===== src/rtl/sha256_msg_padder.sv =====
// rtl/sha256_msg_padder.sv - packs a byte-stream message into one FIPS 180-4 padded 512-bit block
module sha256_msg_padder #(
    parameter int MAX_LEN = 55
) (
    input  logic         clk,
    input  logic         reset,
    input  logic [7:0]   byte_i,
    input  logic         byte_valid_i,
    input  logic         byte_last_i,
    output logic         byte_ready_o,
    output logic [511:0] block_o,
    output logic         block_valid_o,
    input  logic         block_ready_i,
    output logic         err_o
);

    typedef enum logic [1:0] {
        ACCUM = 2'd0,
        DRAIN = 2'd1,
        PAD   = 2'd2,
        VALID = 2'd3
    } state_t;

    state_t       state_q, state_d;
    logic [5:0]   cnt_q;
    logic [5:0]   len_q;
    logic [7:0]   buf_q [MAX_LEN];
    logic [511:0] padded;

    logic hs, store, inc_cnt, clr_cnt, set_len, load_block, err_d;

    always_comb begin
        state_d       = state_q;
        byte_ready_o  = (state_q == ACCUM) || (state_q == DRAIN);
        block_valid_o = (state_q == VALID);
        hs            = byte_valid_i && byte_ready_o;
        store         = 1'b0;
        inc_cnt       = 1'b0;
        clr_cnt       = 1'b0;
        set_len       = 1'b0;
        load_block    = 1'b0;
        err_d         = 1'b0;
        case (state_q)
            ACCUM: begin
                if (hs) begin
                    if (cnt_q < 6'(MAX_LEN)) begin
                        store   = 1'b1;
                        inc_cnt = 1'b1;
                        if (byte_last_i) begin
                            set_len = 1'b1;
                            state_d = PAD;
                        end
                    end else if (byte_last_i) begin
                        err_d   = 1'b1;
                        clr_cnt = 1'b1;
                    end else begin
                        state_d = DRAIN;
                    end
                end
            end
            DRAIN: begin
                if (hs && byte_last_i) begin
                    err_d   = 1'b1;
                    clr_cnt = 1'b1;
                    state_d = ACCUM;
                end
            end
            PAD: begin
                load_block = 1'b1;
                state_d    = VALID;
            end
            VALID: begin
                if (block_ready_i) begin
                    clr_cnt = 1'b1;
                    state_d = ACCUM;
                end
            end
            default: state_d = ACCUM;
        endcase
    end

    // Slots past len are masked here so stale bytes from longer earlier messages never leak.
    always_comb begin
        padded = '0;
        for (int i = 0; i < MAX_LEN; i++) begin
            if (6'(i) < len_q) begin
                padded[511-8*i -: 8] = buf_q[i];
            end else if (6'(i) == len_q) begin
                padded[511-8*i -: 8] = 8'h80;
            end
        end
        if (len_q == 6'(MAX_LEN)) begin
            padded[511-8*MAX_LEN -: 8] = 8'h80;
        end
        padded[63:0] = {55'b0, len_q, 3'b000};
    end

    always_ff @(posedge clk or negedge reset) begin
        if (!reset) begin
            state_q <= ACCUM;
            cnt_q   <= '0;
            len_q   <= '0;
            block_o <= '0;
            err_o   <= 1'b0;
            for (int i = 0; i < MAX_LEN; i++) begin
                buf_q[i] <= '0;
            end
        end else begin
            state_q <= state_d;
            err_o   <= err_d;
            if (clr_cnt) begin
                cnt_q <= '0;
            end else if (inc_cnt) begin
                cnt_q <= cnt_q + 6'd1;
            end
            if (set_len) begin
                len_q <= cnt_q + 6'd1;
            end
            if (load_block) begin
                block_o <= padded;
            end
            for (int i = 0; i < MAX_LEN; i++) begin
                if (store && cnt_q == 6'(i)) begin
                    buf_q[i] <= byte_i;
                end
            end
        end
    end

endmodule


===== config.mk =====
export PLATFORM = sky130hd
export DESIGN_NAME = sha256_msg_padder
export DESIGN_NICKNAME = d
export VERILOG_FILES = /design/src/rtl/sha256_msg_padder.sv
export SDC_FILE = /design/constraint.sdc
export NUM_CORES = 1
export LEC_CHECK = 0
export CAP_MARGIN = 10
export CORE_UTILIZATION = 49
export DETAILED_ROUTE_END_ITERATION = 10
export PLACE_DENSITY_LB_ADDON = 0.15
export SYNTH_ARGS = -nofsm -noshare
export SYNTH_HDL_FRONTEND = slang
export SYNTH_SLANG_ARGS = --single-unit

===== constraint.sdc =====
create_clock -name clk -period 2.3 [get_ports clk]
set_clock_uncertainty 0.1 [all_clocks]
set_input_delay 0.575 -clock clk [delete_from_list [all_inputs] [get_ports clk]]
set_output_delay 0.575 -clock clk [all_outputs]
set_load 0.05 [all_outputs]

==> run summary <==
max cap viols: 0
Post-Syn Area: 35800 um^2
Setup crit start kind: flip-flop
Synth top area share: 63.1%
layout cells sized above 1: 27.1%
Slew headroom: 47.2%
Crit Path Class: reg2out
#FFs+latches synth: 902
met1 GRT Util: 38.6%
routed wire length: 106 mm
I/O pin total: 528
die area: 74100 um^2
routed len/inst: 23.2 um
GRT busiest layer: met2
Worst setup EP type: output port
most frequent cell after synthesis: dfrtp_1
CP max-delay cell: dlygate4sd2_1
CTS HTree Levels: 3
Non-Filler Instances: 4590
final core utilization: 63.6%
Hold Violations, Final: 0
largest net degree at the start of global routing: 92
worst hold path class: in2async
Seq/Total Area, Yosys: 63.1%
Clk pin slew, worst setup/hold paths: 0.06 ns
Die Y-Extent: 272 um
CTS tree: done
Flop pwr share: 38.9%
final net count: 3585
GR Util met2: 46.9%
R2R depth: 7
Sw Share: 36.1%
initial antenna violation count: 3
Via density: 5.59
Total GRT Usage: 28.8%
Post-synth EDFFs: 0
CP top delay family: buffers and inverters
DRT antenna net count: 0
Yosys cell types: 65
Core ar.: 71900 um^2
top cell type by total area after synthesis: dfrtp_1
drt first pass iters: 6
Synth Area per Inst: 12.1 um^2
Static Leak: 23.8 nW
# clock sinks: 902
worst r2r src: cnt_q[0]$_DFFE_PN0P_
worst-margin pin slew: 0.787 ns
Starting DRT DRC Count: 1978
Tmin final: 2.27 ns
Clk pwr share: 32.7%
synth cell count leaders: dfrtp_1, nand2_1, mux2_2, o21ai_0, a22o_1
worst path cell trace: dlygate4sd2_1
Mapped Cells: 2969
area delta synth->final: 27.7%
Critical Path RT: 1.62 ns
crit path max fanout: 2
top cells by area, synth: dfrtp_1, mux2_2, nand2_1, a22o_1, o21ai_0
ys async rst share: 100%
peak supply drop: 0.679 mV
vias in the first global route: 26343
status: complete, no violations
Post-DP HPWL: 73.0 mm
clk buf depth: 3
initial core utilization: 49.8%
placed insts: 4421
max frequency: 441 MHz
first-pass GRT wire length: 162 mm
Site Rows: 98
Final Slew Violations: 0
Setup violations, final: 0
diode count: 0
port bufs: 462
sw power: 16.9 mW
drc violations: 0
Overflow after GRT: 0
Tcrit/Tclk final: 98.6%
met3 Resource Use GR: 5.63%
Worst EP arrival: 1.59 ns
later-pin clock latency in the skew report: 0.64 ns
die width: 272 um
RSZ-0062 raised after global routing: no
routability congestion estimate from global placement: 0.899
via count: 25648
Post-synth top flop: dfrtp_1
CTS root buffer: clkbuf_16
Ys Warns: 0
Worst path max stage delay: 0.55 ns
r2r endpoint: buf_q[315]$_DFFE_PN0P_
power per standard cell area: 1020 nW/um^2
R2R setup slack: 0.04 ns
Gate power share: 28.4%
CP Buf/Inv Count: 1
TritonCTS buffer count: 91
internal power: 29.9 mW
## how the worst max path moves through the flow
stage	from	endpoint	slack [ns]	cells past startpoint
final	block_o[285]$_DFFE_PN0P_	block_o[285]	0.03	1
after global routing	block_o[136]$_DFFE_PN0P_	block_o[136]	0.0004	1
after CTS	block_o[355]$_DFFE_PN0P_	block_o[355]	0.00004	1
after detailed placement	byte_valid_i	buf_q[169]$_DFFE_PN0P_	-0.41	6
after global placement	byte_valid_i	buf_q[174]$_DFFE_PN0P_	-0.34	6
after floorplan	cnt_q[0]$_DFFE_PN0P_	buf_q[0]$_DFFE_PN0P_	0.05	6
## through the flow
| stage | setup WS [ns] | TNS (ns) | hold WS, ns | instance area [um^2] | power, mW |
|---|---|---|---|---|---|
| after CTS | 0.0000415 | 0 | 0.321 | 45600 | 46.8 |
| after global routing | 0.000440 | 0 | 0.328 | 45700 | 48.5 |
| after detailed placement | -0.407 | -100.40 | 0.358 | 42800 | 31.7 |
| after global placement | -0.343 | -82.30 | 0.352 | 42800 | 31.4 |
| final | 0.0327 | 0 | 0.313 | 45700 | 46.8 |
| after floorplan | 0.0494 | 0 | 0.179 | 36000 | 25.9 |
## layout by cell type (no fill, tap or decap), types with 6 or more instances in the layout
cell	netlist	routed
a211oi_1	7	7
a21o_1	10	10
a21oi_1	45	43
a221oi_1	9	9
a22o_1	136	136
a31oi_1	9	9
and2_1	7	6
buf_12	0	62
buf_2	30	8
buf_4	67	251
bufinv_16	0	8
clkbuf_1	128	23
clkbuf_16	0	96
clkbuf_8	0	18
clkdlybuf4s15_1	0	32
clkinv_2	0	13
clkinvlp_4	0	6
conb_1	1	65
dfrtp_1	902	897
dlygate4sd2_1	0	318
inv_1	9	9
mux2_2	437	437
nand2_1	601	600
nand2b_1	9	8
nand3_1	111	111
nor2_1	80	76
nor2_2	32	36
nor3_1	12	11
o21ai_0	199	198
o21ai_1	8	7
o31ai_1	13	13
## power groups by stage
| stage | sequential, mW | combinational [mW] | clock (mW) |
|---|---|---|---|
| final | 18.2 | 13.3 | 15.3 |
| after global routing | 18.3 | 14.1 | 16.2 |
| after CTS | 18.2 | 13.1 | 15.5 |
| after detailed placement | 18.5 | 13.2 | 0 |
| after global placement | 18.4 | 13.0 | 0 |
| after floorplan | 20.6 | 5.29 | 0 |
## logic make-up (layout without fill, tap and decap cells)
family,after synthesis,after routing,share of synthesized area (%)
muxes,443,443,13.9
adders and majority gates,4,4,0.140
and+or+nand+nor,908,908,11.0
other,1,65,0.0105
DFF,902,902,63.1
AOI/OAI and AO/OA,454,454,8.30
buffers and inverters,254,861,3.47
xor gates and xnor gates,3,3,0.0734
## registers in the layout (all words and copies together) (netlist names)
name and cells:
cnt_q 6, err_o 1, buf_q 440, state_q 2
len_q 6, block_o 447
## final cells by class
| type | instances | area, um^2 |
|---|---|---|
| inverter | 11 | 45.0 |
| clock buffer | 136 | 2710 |
| multi-input combinational | 1877 | 12300 |
| fill | 5712 | 26200 |
| clock inverter | 29 | 392 |
| timing repair buffer | 685 | 6470 |
| sequential | 902 | 22600 |
| tap | 950 | 1190 |
## repair_timing
action	4_1_cts	5_1_grt
gates cloned	0	1
hold buffers	1	0
pin swaps	0	1
endpoints found under the setup margin	369	169
gates resized for setup	378	38
hold endpoints to repair	26	0
buffers inserted	2	0
## routing by layer
layer  up-vias  wire, um  part of all wire [%]
met5         -        40                 0.038
met4         6      3440                   3.2
met2       822     51100                    48
met3       176      6900                   6.5
met1     13346     45000                    42
li1      11298         -                     -
Power figures use the tool's default switching activity.
